$ cat config.mk
export PLATFORM = sky130hd
export DESIGN_NAME = rx_uart_ex
export DESIGN_NICKNAME = d
export VERILOG_FILES = /design/src/rtl/rx_uart_pkg.sv /design/src/rtl/rx_uart_ex_fifo.sv /design/src/rtl/rx_uart_ex.sv
export SDC_FILE = /design/constraint.sdc
export NUM_CORES = 1
export LEC_CHECK = 0
export ABC_CLOCK_PERIOD_IN_PS = 3900
export BUFFER_PORTS_ARGS = -buffer_cell sky130_fd_sc_hd__buf_2
export CAP_MARGIN = 0
export CORE_MARGIN = 2
export CORE_UTILIZATION = 30
export CTS_BUF_LIST = sky130_fd_sc_hd__clkbuf_4
export DETAILED_ROUTE_END_ITERATION = 12
export GPL_ROUTABILITY_DRIVEN = 0
export GPL_TIMING_DRIVEN = 0
export PLACE_DENSITY = 0.47
export SKIP_LAST_GASP = 1
export SLEW_MARGIN = 20
export SYNTH_ARGS = -nofsm -noshare
export SYNTH_HDL_FRONTEND = slang
export SYNTH_SLANG_ARGS = --single-unit
$ cat constraint.sdc
create_clock -name clk -period 3.9 [get_ports clk]
set_input_delay 0.195 -clock clk [delete_from_list [all_inputs] [get_ports clk]]
set_output_delay 0.195 -clock clk [all_outputs]
set_load 0.005 [all_outputs]
$ cat src/rtl/rx_uart_pkg.sv
// Shared types and constants for the extended UART receiver.
package rx_uart_pkg;

    // Receiver FSM states; WAIT is a generic bit-timer that returns to ret state.
    typedef enum logic [3:0] {
        IDLE,
        WAIT,
        VERIFY,
        DATA,
        PARITY,
        STOP1,
        STOP2,
        PUSH,
        BRK_WAIT
    } rx_state_e;

    // Parity selector codes (2'b11 also means no parity).
    localparam logic [1:0] PAR_NONE = 2'b00;
    localparam logic [1:0] PAR_EVEN = 2'b01;
    localparam logic [1:0] PAR_ODD  = 2'b10;

    // FIFO entry layout: {brk, fe, pe, data[8:0]}.
    localparam int ENT_PE  = 9;
    localparam int ENT_FE  = 10;
    localparam int ENT_BRK = 11;
    localparam int ENTRY_W = 12;

    // Smallest usable baud divisor.
    localparam int DIV_MIN = 4;

    // 2-of-3 majority of the sampled line history.
    function automatic logic maj3(input logic [2:0] v);
        return (v[0] & v[1]) | (v[0] & v[2]) | (v[1] & v[2]);
    endfunction

endpackage

$ cat src/rtl/rx_uart_ex_fifo.sv
// Synchronous FIFO with combinational head read and an occupancy output.
module rx_uart_ex_fifo
#(
    parameter int DATA_WIDTH = 12,
    parameter int DEPTH      = 16
) (
    input  logic                    clk,
    input  logic                    resetn,
    input  logic                    wr_en_i,
    input  logic [DATA_WIDTH-1:0]   wdata_i,
    input  logic                    rd_en_i,
    output logic [DATA_WIDTH-1:0]   rdata_o,
    output logic                    empty_o,
    output logic                    full_o,
    output logic [$clog2(DEPTH):0]  level_o
);

    localparam int AW = $clog2(DEPTH);

    logic [DATA_WIDTH-1:0] mem_q [DEPTH];
    logic [AW:0]           wr_ptr_q;
    logic [AW:0]           rd_ptr_q;
    logic                  do_wr;
    logic                  do_rd;

    // Pointers carry one extra wrap bit so full and empty are distinguishable.
    assign empty_o = (wr_ptr_q == rd_ptr_q);
    assign full_o  = (wr_ptr_q[AW] != rd_ptr_q[AW]) &&
                     (wr_ptr_q[AW-1:0] == rd_ptr_q[AW-1:0]);
    assign level_o = wr_ptr_q - rd_ptr_q;
    assign rdata_o = mem_q[rd_ptr_q[AW-1:0]];

    assign do_wr = wr_en_i && !full_o;
    assign do_rd = rd_en_i && !empty_o;

    // Pointer update; a write and a read in the same cycle leave the level unchanged.
    always_ff @(posedge clk) begin
        if (!resetn) begin
            wr_ptr_q <= '0;
            rd_ptr_q <= '0;
        end else begin
            if (do_wr) wr_ptr_q <= wr_ptr_q + 1'b1;
            if (do_rd) rd_ptr_q <= rd_ptr_q + 1'b1;
        end
    end

    // Storage array; contents need no reset because the pointers gate visibility.
    always_ff @(posedge clk) begin
        if (do_wr) mem_q[wr_ptr_q[AW-1:0]] <= wdata_i;
    end

endmodule

$ cat src/rtl/rx_uart_ex.sv
// UART receiver with runtime word length, parity and stop bits, majority-voted
// sampling, per-character error tagging and a sticky overrun flag.
//
// Read side handshake: rx_valid is high whenever data holds a character. Each
// cycle in which data_rd and rx_valid are both high consumes exactly one entry
// at the clock edge; data_rd while rx_valid is low has no effect.
module rx_uart_ex
    import rx_uart_pkg::*;
#(
    parameter int MAX_DATA_BITS = 9,
    parameter int FIFO_DEPTH    = 16,
    parameter int DIV_WIDTH     = 16
) (
    input  logic                         clk,
    input  logic                         resetn,
    input  logic                         rx_in,
    input  logic                         data_rd,
    input  logic                         status_clr,
    input  logic [DIV_WIDTH-1:0]         div,
    input  logic [3:0]                   cfg_data_bits,
    input  logic [1:0]                   cfg_parity,
    input  logic                         cfg_stop2,
    output logic [31:0]                  data,
    output logic                         rx_valid,
    output logic [$clog2(FIFO_DEPTH):0]  fifo_level,
    output logic                         overrun,
    output logic                         break_det,
    output rx_state_e                    dbg_state_o
);

    localparam logic [DIV_WIDTH-1:0] DIV_ONE   = DIV_WIDTH'(1);
    localparam logic [DIV_WIDTH-1:0] DIV_FLOOR = DIV_WIDTH'(DIV_MIN);

    // Line conditioning
    logic [2:0] sync_q;
    logic [2:0] hist_q;
    logic       vote;
    logic       start_edge;

    // Normalised configuration seen at the start edge
    logic [DIV_WIDTH-1:0] div_eff;
    logic [3:0]           bits_eff;
    logic [1:0]           par_eff;

    // FSM and frame registers
    rx_state_e                state_q;
    rx_state_e                ret_q;
    logic [DIV_WIDTH-1:0]     cnt_q;
    logic [DIV_WIDTH-1:0]     div_q;
    logic [3:0]               bits_q;
    logic [1:0]               par_q;
    logic                     stop2_q;
    logic [3:0]               idx_q;
    logic [MAX_DATA_BITS-1:0] shift_q;
    logic                     pe_q;
    logic                     fe_q;
    logic                     par_bit_q;
    logic                     break_det_q;
    logic                     overrun_q;

    // FIFO interface
    logic                     push_w;
    logic                     brk_w;
    logic [ENTRY_W-1:0]       entry_d;
    logic [ENTRY_W-1:0]       fifo_rdata;
    logic                     fifo_empty;
    logic                     fifo_full;

    assign vote       = maj3(hist_q);
    // Start detection uses the raw synchronised edge so timing starts promptly.
    assign start_edge = hist_q[0] && !sync_q[2];

    assign div_eff  = (div < DIV_FLOOR) ? DIV_FLOOR : div;
    assign bits_eff = ((cfg_data_bits >= 4'd5) && (cfg_data_bits <= 4'd9)) ? cfg_data_bits : 4'd8;
    assign par_eff  = ((cfg_parity == PAR_EVEN) || (cfg_parity == PAR_ODD)) ? cfg_parity : PAR_NONE;

    // A break is an all-zero character whose parity and stop samples were also low.
    assign brk_w  = (shift_q == '0) && ((par_q == PAR_NONE) || !par_bit_q) && fe_q;
    assign push_w = (state_q == PUSH);

    // Assemble the FIFO entry from the frame registers.
    always_comb begin
        entry_d                      = '0;
        entry_d[MAX_DATA_BITS-1:0]   = shift_q;
        entry_d[ENT_PE]              = pe_q;
        entry_d[ENT_FE]              = fe_q;
        entry_d[ENT_BRK]             = brk_w;
    end

    // Three-flop synchroniser followed by a three-sample vote history.
    always_ff @(posedge clk) begin
        if (!resetn) begin
            sync_q <= 3'b111;
            hist_q <= 3'b111;
        end else begin
            sync_q <= {sync_q[1:0], rx_in};
            hist_q <= {hist_q[1:0], sync_q[2]};
        end
    end

    // Receiver FSM. WAIT is loaded with N-1 so that the next decision state
    // runs N cycles after the one that started the timer.
    always_ff @(posedge clk) begin
        if (!resetn) begin
            state_q     <= IDLE;
            ret_q       <= IDLE;
            cnt_q       <= '0;
            div_q       <= DIV_FLOOR;
            bits_q      <= 4'd8;
            par_q       <= PAR_NONE;
            stop2_q     <= 1'b0;
            idx_q       <= '0;
            shift_q     <= '0;
            pe_q        <= 1'b0;
            fe_q        <= 1'b0;
            par_bit_q   <= 1'b0;
            break_det_q <= 1'b0;
        end else begin
            case (state_q)
                IDLE: begin
                    if (start_edge) begin
                        div_q   <= div_eff;
                        bits_q  <= bits_eff;
                        par_q   <= par_eff;
                        stop2_q <= cfg_stop2;
                        cnt_q   <= (div_eff >> 1) - DIV_ONE;
                        ret_q   <= VERIFY;
                        state_q <= WAIT;
                    end
                end
                WAIT: begin
                    if (cnt_q <= DIV_ONE) state_q <= ret_q;
                    else                  cnt_q   <= cnt_q - DIV_ONE;
                end
                VERIFY: begin
                    if (vote) begin
                        state_q <= IDLE;
                    end else begin
                        idx_q     <= '0;
                        shift_q   <= '0;
                        pe_q      <= 1'b0;
                        fe_q      <= 1'b0;
                        par_bit_q <= 1'b0;
                        cnt_q     <= div_q - DIV_ONE;
                        ret_q     <= DATA;
                        state_q   <= WAIT;
                    end
                end
                DATA: begin
                    shift_q[idx_q] <= vote;
                    cnt_q          <= div_q - DIV_ONE;
                    state_q        <= WAIT;
                    if (idx_q == bits_q - 4'd1) begin
                        ret_q <= (par_q == PAR_NONE) ? STOP1 : PARITY;
                    end else begin
                        idx_q <= idx_q + 4'd1;
                        ret_q <= DATA;
                    end
                end
                PARITY: begin
                    par_bit_q <= vote;
                    pe_q      <= vote ^ ((par_q == PAR_EVEN) ? ^shift_q : ~^shift_q);
                    cnt_q     <= div_q - DIV_ONE;
                    ret_q     <= STOP1;
                    state_q   <= WAIT;
                end
                STOP1: begin
                    fe_q <= ~vote;
                    if (stop2_q) begin
                        cnt_q   <= div_q - DIV_ONE;
                        ret_q   <= STOP2;
                        state_q <= WAIT;
                    end else begin
                        state_q <= PUSH;
                    end
                end
                STOP2: begin
                    fe_q    <= fe_q | ~vote;
                    state_q <= PUSH;
                end
                PUSH: begin
                    if (brk_w) begin
                        break_det_q <= 1'b1;
                        state_q     <= BRK_WAIT;
                    end else begin
                        // Re-arm early so a following start bit is not missed.
                        cnt_q   <= (div_q >> 2) - DIV_ONE;
                        ret_q   <= IDLE;
                        state_q <= WAIT;
                    end
                end
                BRK_WAIT: begin
                    if (vote) begin
                        break_det_q <= 1'b0;
                        state_q     <= IDLE;
                    end
                end
                default: state_q <= IDLE;
            endcase
        end
    end

    // Sticky overrun: a dropped push sets it and wins over a same-cycle clear.
    always_ff @(posedge clk) begin
        if (!resetn)                   overrun_q <= 1'b0;
        else if (push_w && fifo_full)  overrun_q <= 1'b1;
        else if (status_clr)           overrun_q <= 1'b0;
    end

    rx_uart_ex_fifo #(
        .DATA_WIDTH (ENTRY_W),
        .DEPTH      (FIFO_DEPTH)
    ) u_fifo (
        .clk     (clk),
        .resetn  (resetn),
        .wr_en_i (push_w),
        .wdata_i (entry_d),
        .rd_en_i (data_rd),
        .rdata_o (fifo_rdata),
        .empty_o (fifo_empty),
        .full_o  (fifo_full),
        .level_o (fifo_level)
    );

    assign data        = fifo_empty ? 32'hFFFF_FFFF : {{(32-ENTRY_W){1'b0}}, fifo_rdata};
    assign rx_valid    = !fifo_empty;
    assign overrun     = overrun_q;
    assign break_det   = break_det_q;
    assign dbg_state_o = state_q;

endmodule

==> results of run 1 <==
-- routing by layer --
metal / wire length [um] / track usage, % / share of wire, %
met5: 0 / 0 / 0
met4: 869 / 6.46 / 2.5
met3: 1550 / 3.17 / 4.5
met2: 16000 / 25.1 / 47
met1: 15800 / 21.0 / 46
-- cell usage in the layout, fill, tap and decap left out, types with 6 or more instances in the layout --
cell type,count
sky130_fd_sc_hd__dlygate4sd3_1,55
sky130_fd_sc_hd__inv_1,33
sky130_fd_sc_hd__nand3_1,25
sky130_fd_sc_hd__dfxtp_1,84
sky130_fd_sc_hd__o22ai_1,8
sky130_fd_sc_hd__a221oi_1,6
sky130_fd_sc_hd__or2_2,17
sky130_fd_sc_hd__xnor2_1,34
sky130_fd_sc_hd__o21ai_0,46
sky130_fd_sc_hd__clkbuf_1,38
sky130_fd_sc_hd__a21boi_0,27
sky130_fd_sc_hd__nand2_1,78
sky130_fd_sc_hd__and2_1,16
sky130_fd_sc_hd__a21oi_1,37
sky130_fd_sc_hd__edfxtp_1,192
sky130_fd_sc_hd__mux4_2,60
sky130_fd_sc_hd__ha_1,22
sky130_fd_sc_hd__nand4_1,10
sky130_fd_sc_hd__clkbuf_4,114
sky130_fd_sc_hd__nor2_1,38
sky130_fd_sc_hd__or3_1,6
sky130_fd_sc_hd__nor4_1,10
sky130_fd_sc_hd__buf_2,74
sky130_fd_sc_hd__or4_1,8
sky130_fd_sc_hd__nor3_1,16
sky130_fd_sc_hd__mux2i_1,10
sky130_fd_sc_hd__a31oi_1,11
sky130_fd_sc_hd__xor2_1,21
sky130_fd_sc_hd__buf_4,24
sky130_fd_sc_hd__nor2b_1,15
sky130_fd_sc_hd__nand2b_1,13
sky130_fd_sc_hd__nor2_2,12
sky130_fd_sc_hd__clkinv_1,9
-- power groups by stage --
stage	sequential, W	clock (W)	combinational, W
after floorplan	0.00326	0	0.000551
after global placement	0.00328	0	0.000744
after detailed placement	0.00328	0	0.000748
after CTS	0.00322	0.00272	0.000786
after global routing	0.00323	0.00288	0.000866
final	0.00322	0.00262	0.000788
-- cell type report --
cell class | count | area, sq um | area share (%)
Clock inverter | 17 | 115 | 0.739
Clock buffer | 113 | 848 | 5.44
Timing Repair Buffer | 132 | 968 | 6.21
Buffer | 76 | 403 | 2.59
Tap cell | 539 | 674 | 4.33
Antenna cell | 1 | 2.50 | 0.0161
Inverter | 33 | 124 | 0.795
Sequential cell | 276 | 7450 | 47.8
Multi-Input combinational cell | 621 | 5000 | 32.1
-- cells by family after synthesis --
| family | after synthesis | share of synthesized area [%] |
|---|---|---|
| mux | 73 | 11.5 |
| compound gates | 175 | 8.74 |
| simple gates | 293 | 11.8 |
| buf+inv | 110 | 3.99 |
| flops | 276 | 57.8 |
| fa+ha+maj | 24 | 2.37 |
| xor+xnor | 56 | 3.81 |
-- worst max-delay path, stage by stage, from the launching register on --
cell and delay (ps):
sky130_fd_sc_hd__dfxtp_1 370, sky130_fd_sc_hd__clkdlybuf4s15_1 830, sky130_fd_sc_hd__mux4_2 670, sky130_fd_sc_hd__mux4_2 490, sky130_fd_sc_hd__or2_2 290, sky130_fd_sc_hd__buf_2 130
-- synth_stat cells, drive strengths merged (4+ instances only) --
| master | count | share of area, % |
|---|---|---|
| mux2i | 10 | 0.78 |
| nand3b | 5 | 0.29 |
| o21a | 4 | 0.23 |
| buf | 34 | 1.8 |
| nand3 | 25 | 0.97 |
| and2 | 16 | 0.78 |
| mux4 | 60 | 10 |
| nor4 | 10 | 0.49 |
| nand2b | 13 | 0.63 |
| a21boi | 27 | 1.6 |
| dfxtp | 84 | 13 |
| inv | 33 | 0.96 |
| o211ai | 4 | 0.23 |
| xnor2 | 34 | 2.3 |
| or4 | 10 | 0.64 |
| or3 | 7 | 0.38 |
| a211oi | 4 | 0.23 |
| or2 | 17 | 0.83 |
| nand4 | 10 | 0.49 |
| and4 | 5 | 0.34 |
| nand2 | 78 | 2.3 |
| a221oi | 6 | 0.41 |
| nor2b | 15 | 0.73 |
| edfxtp | 192 | 45 |
| nor3 | 20 | 0.78 |
| and3 | 5 | 0.24 |
| a21oi | 37 | 1.4 |
| o21ai | 46 | 1.8 |
| clkbuf | 43 | 1.3 |
| o22ai | 8 | 0.39 |
| xor2 | 22 | 1.5 |
| nor2 | 50 | 1.5 |
| ha | 22 | 2.1 |
| a31oi | 11 | 0.53 |
-- sequential cells by signal, summed over array words and instances (netlist names), 2 cells and up, named ones only --
signal           flops
cnt_q               16
u_fifo.rd_ptr_q      5
shift_q              9
hist_q               3
dbg_state_o          4
bits_q               4
u_fifo.wr_ptr_q      5
div_q               16
par_q                2
ret_q                3
idx_q                4
sync_q               3
u_fifo.mem_q       192
-- worst max path at each step --
| stage | startpoint | end | slack (ps) | depth (start not counted) |
|---|---|---|---|---|
| 2_1_floorplan | dbg_state_o[2] | cnt_q[8] | 930 | 12 |
| 3_3_place_gp | dbg_state_o[1] | u_fifo.mem_q[0][11] | -880 | 6 |
| 3_5_place_dp | dbg_state_o[2] | cnt_q[8] | -20 | 12 |
| 4_1_cts | flop | data[5] | 9 | 6 |
| 5_1_grt | flop | data[3] | -10 | 5 |
| 6_report | flop | data[3] | 170 | 5 |
-- metrics by stage --
step                      setup slack, ps  power (W)  instances  hold slack [ps]
after floorplan                       931    0.00382       1007              296
after global placement               -882    0.00403       1616              381
after detailed placement            -19.7    0.00403       1623              385
after CTS                            8.93    0.00673       1808              405
after global routing                -11.4    0.00697       1808              442
final                                 172    0.00663       1808              410
-- what timing repair did --
action	4_1_cts	5_1_grt
setup endpoints to repair	33	18
hold endpoints to repair	52	0
setup buffers	0	0
hold buffers	55	0
gates resized for setup	12	6
==> flow_metrics.tcl, run 1 <==
set metrics [dict create \
    switching_share_pct 26.4 \
    crit-reg2reg-launch "dbg_state_o[1]" \
    grtUsageTotal_pct 15.8 \
    setup_repair_after_global_routing_missed_its_margin "yes" \
    globalRoute.totalOverflow 0 \
    timing.final.crit_period_ps 3730 \
    routed-via-count 8890 \
    placementRows 75 \
    reg2reg_slack_ps 410 \
    synth_seq_area_share_pct 57.8 \
    layout-drive-gt1-share_pct 26.3 \
    cell_area_power_density_mw_per_mm2 425 \
    syn-instance-count 1007 \
    critical_path.endpoint_type "output pin" \
    drt-vias-per-instance 4.92 \
    share_seq_of_total_power_pct 48.6 \
    reg2regPathDepth 8 \
    power.leakage_nw 5.47 \
    worst_ir_drop_vdd_mv 0.173 \
    wl_um 34200 \
    cts_buffers 77 \
    design.core.area_sq_mm 0.0421 \
    critical_path_arrival_ps 3530 \
    io_pins 72 \
    cap_violations 0 \
    timing.setup.tns_ps 0 \
    clock_tree_sinks 276 \
    status "finished, final reports clean" \
    report.final.setup_viol 0 \
    area_added_between_synthesis_and_finish_pct 20.9 \
    syn_avg_cell_area_sq_um 12.8 \
    average_routed_wire_per_standard_cell_um 18.9 \
    chipHeight_um 211 \
    worst-setup-path-type "reg2out" \
    timing.critical_path.from_type "flop" \
    hold_class "reg2reg" \
    die_w_um 211 \
    worst-slew-pin-transition_ps 985 \
    fmax_mhz 268 \
    clkSlewWorstSetupHoldPaths_ps 60 \
    slew_headroom_pct 33.8 \
    yosys.cell_types.count 65 \
    yosys_warnings 0 \
    count_of_final_max_slew_check_failures 0 \
    design.final.nets 1268 \
    drtIter0Drc 544 \
    die_area_sq_mm 0.0446 \
    ys_seq_elements 276 \
    largest_net_degree_at_the_start_of_global_routing 30 \
    detail-route-antenna-nets 0 \
    worst_hold_path_startpoint "sync_q[0]" \
    first_global_vias 9150 \
    drt_pre_antenna_iters 5 \
    critical_path.max_fanout 10 \
    tritoncts_clock_tree "yes" \
    clk_latency_ps 750 \
    skew_ps 39.6 \
    buffer_ports.inserted 70 \
    worst_hold_path.endpoint "sync_q[1]" \
    dpl.hpwl_um 23500 \
    dpl-instance-area_sq_mm 0.0140 \
    postSynth.asyncResetShare_pct 0 \
    net-switching-power_w 0.00175 \
    grt_first_pass_wirelength_um 53200 \
    antenna_found_initial 1 \
    root_buffer "sky130_fd_sc_hd__clkbuf_4" \
    synth_top_flop_cell "sky130_fd_sc_hd__edfxtp_1" \
    fin_util_pct 37.0 \
    htree_num_levels 3 \
    design_area_sq_mm 0.0156 \
    synth_enable_flop_cells 192 \
    synth_fp_nets 1058 \
    drt_drc_violations_left 0 \
    finalHoldViolations 0 \
    hold_path_depth 1 \
    syn_area_sq_mm 0.0129 \
    comb_power_share_pct 11.9 \
    power.share.clock_pct 39.5 \
    nFillCells 4118 \
    finalCritPeriodShare_pct 95.6 \
    initial_core_util_pct 30.6 \
    cts_max_path_buffers 3 \
    required_ps 3700 \
    intPower_w 0.00488 \
    worst_r2r_endpoint "u_fifo.mem_q[2][4]" \
]
Power figures use the tool's default switching activity.
==> run 2, diff against run 1 <==
--- a/config.mk
+++ b/config.mk
@@ -14,7 +14,7 @@
 export DETAILED_ROUTE_END_ITERATION = 12
 export GPL_ROUTABILITY_DRIVEN = 0
 export GPL_TIMING_DRIVEN = 0
-export PLACE_DENSITY = 0.47
+export PLACE_DENSITY = 0.55
 export SKIP_LAST_GASP = 1
 export SLEW_MARGIN = 20
 export SYNTH_ARGS = -nofsm -noshare
==> run 2 against run 1 <==
- cell count is 0.94% lower
- via count down 0.26%
- maximum frequency is essentially flat
- largest cell class unchanged
- highest routed layer unchanged
==> flow_metrics.tcl, run 2 (synthesized netlist as in run 1, its figures left out) <==
set metrics [dict create \
    status "finished, final reports clean" \
    nFillCells 4129 \
    detail-route-antenna-nets 0 \
    post_layout_nonfiller_instances 1791 \
    drt-vias-per-instance 4.95 \
    intPower_w 0.00481 \
    drt_pre_antenna_iters 8 \
    grtUsageTotal_pct 14.9 \
    hold_slack_ps 60.2 \
    worst_ir_drop_vdd_mv 0.266 \
    switching_share_pct 25.8 \
    grt_first_pass_wirelength_um 50700 \
    root_buffer "sky130_fd_sc_hd__clkbuf_4" \
    fmax_mhz 268 \
    critical_path_arrival_ps 4260 \
    report.final.setup_viol 0 \
    io_pins 72 \
    power.leakage_nw 5.37 \
    net-switching-power_w 0.00167 \
    fin_util_pct 36.6 \
    htree_num_levels 3 \
    initial_core_util_pct 30.6 \
    power.share.clock_pct 38.5 \
    timing.final.crit_period_ps 3730 \
    timing.setup.tns_ps 0 \
    clock_tree_sinks 276 \
    hold_class "in2reg" \
    placed_cells 1620 \
    average_routed_wire_per_standard_cell_um 18.3 \
    clkSlewWorstSetupHoldPaths_ps 60 \
    placementRows 75 \
    finalWorstSetupSlack_ps 172 \
    post-cts-setup-buffers 0 \
    required_ps 4430 \
    max_reg_flops 192 \
    skew_ps 36.3 \
    slew_headroom_pct 35.7 \
    critical_path.endpoint_type "flop" \
    antenna_found_initial 1 \
    critical_path.max_fanout 9 \
    die_w_um 211 \
    finalCritPeriodShare_pct 95.6 \
    mostFrequentLayoutCell "sky130_fd_sc_hd__edfxtp_1" \
    drtIter0Drc 606 \
    die_area_sq_mm 0.0446 \
    cell_area_power_density_mw_per_mm2 421 \
    pre_cts_ws_ps -69.5 \
    finalHoldViolations 0 \
    clk_latency_ps 690 \
    area_added_between_synthesis_and_finish_pct 19.7 \
    timing.critical_path.from_type "input port" \
    buffer_ports.inserted 70 \
    share_seq_of_total_power_pct 49.7 \
    cts_buffers 70 \
    cts_max_path_buffers 3 \
    cap_violations 0 \
    globalRoute.totalOverflow 0 \
    setup_repair_after_global_routing_missed_its_margin "no" \
    comb_power_share_pct 11.9 \
    design.core.area_sq_mm 0.0421 \
    drt_drc_violations_left 0 \
    largest_net_degree_at_the_start_of_global_routing 30 \
    count_of_final_max_slew_check_failures 0 \
    most-common-layout-cells "sky130_fd_sc_hd__edfxtp_1 (192), sky130_fd_sc_hd__clkbuf_4 (102), sky130_fd_sc_hd__dfxtp_1 (84), sky130_fd_sc_hd__nand2_1 (78), sky130_fd_sc_hd__buf_2 (73)" \
    worst-setup-path-type "in2reg" \
    wl_um 32800 \
    worst-slew-pin-transition_ps 964 \
    layout-drive-gt1-share_pct 25.4 \
    design.final.nets 1251 \
    chipHeight_um 211 \
    routed-via-count 8867 \
    dpl.hpwl_um 22800 \
    tritoncts_clock_tree "yes" \
    first_global_vias 8969 \
]
==> run 2: cell types whose count changed in the layout (fill, tap and decap cells not counted), moves of 2 or more <==
cell and delta:
sky130_fd_sc_hd__clkbuf_1 +2, sky130_fd_sc_hd__buf_4 -3, sky130_fd_sc_hd__dlygate4sd3_1 -8, sky130_fd_sc_hd__clkinv_1 +5
sky130_fd_sc_hd__clkdlybuf4s15_2 +2, sky130_fd_sc_hd__clkinv_2 -2, sky130_fd_sc_hd__clkbuf_4 -12, sky130_fd_sc_hd__inv_2 +2
==> run 2: layout make-up <==
type | count | area [sq um] | area share, %
diodes | 2 | 5.00 | 0.0325
plain buffers | 77 | 409 | 2.65
clock buffers | 102 | 766 | 4.97
clock inverters | 20 | 136 | 0.884
inverters | 33 | 124 | 0.803
multi-input cells | 621 | 4990 | 32.4
flip-flops and latches | 276 | 7450 | 48.3
well taps | 539 | 674 | 4.37
repair buffers | 121 | 866 | 5.61
==> run 2: final timing paths <==
| kind | from | end | slack [ps] | cells past startpoint |
|---|---|---|---|---|
| setup / recovery | div[6] | cnt_q[8] | 170 | 15 |
| hold / removal | resetn | cnt_q[15] | 60 | 3 |
| setup reg to reg | dbg_state_o[2] | cnt_q[8] | 210 | 13 |
| hold reg to reg | sync_q[0] | sync_q[1] | 410 | 1 |
==> run 2: timing repair <==
action / CTS / global route
hold buffers: 47 / 0
endpoints found under the setup margin: 22 / 5
endpoints found under the hold margin: 36 / 0
gates resized for setup: 7 / 3
==> run 2: power groups by stage <==
| stage | clock, W | combinational (W) | sequential (W) |
|---|---|---|---|
| after floorplan | 0 | 0.000551 | 0.00326 |
| after global placement | 0 | 0.000737 | 0.00328 |
| after detailed placement | 0 | 0.000738 | 0.00328 |
| after CTS | 0.00258 | 0.000768 | 0.00322 |
| after global routing | 0.00275 | 0.000851 | 0.00323 |
| final | 0.00250 | 0.000769 | 0.00322 |
==> run 2: worst max-delay path, cell delays in order <==
cell,delay [ps]
sky130_fd_sc_hd__dlygate4sd3_1,530
sky130_fd_sc_hd__buf_2,160
sky130_fd_sc_hd__or4_1,510
sky130_fd_sc_hd__clkbuf_1,180
sky130_fd_sc_hd__nor3_1,440
sky130_fd_sc_hd__nand2_1,190
sky130_fd_sc_hd__a31oi_1,340
sky130_fd_sc_hd__ha_1,200
sky130_fd_sc_hd__clkbuf_1,360
sky130_fd_sc_hd__nor3b_1,300
sky130_fd_sc_hd__o2111ai_1,160
sky130_fd_sc_hd__o41ai_1,110
sky130_fd_sc_hd__xnor2_1,150
sky130_fd_sc_hd__a221oi_1,330
sky130_fd_sc_hd__a21oi_1,110
==> run 2: per-stage QoR <==
stage | total power (W) | cell area (sq um)
after floorplan | 0.00382 | 12900
after global placement | 0.00402 | 13900
after detailed placement | 0.00402 | 14000
after CTS | 0.00657 | 15400
after global routing | 0.00683 | 15400
final | 0.00649 | 15400
==> run 2: per-layer routing <==
metal / share of wire (%) / global-route usage (%) / vias up
li1: - / - / 4216
met1: 44 / 18.7 / 4333
met2: 49 / 25.6 / 257
met3: 5.0 / 3.02 / 61
met4: 2.2 / 4.88 / 0
met5: 0 / 0 / -
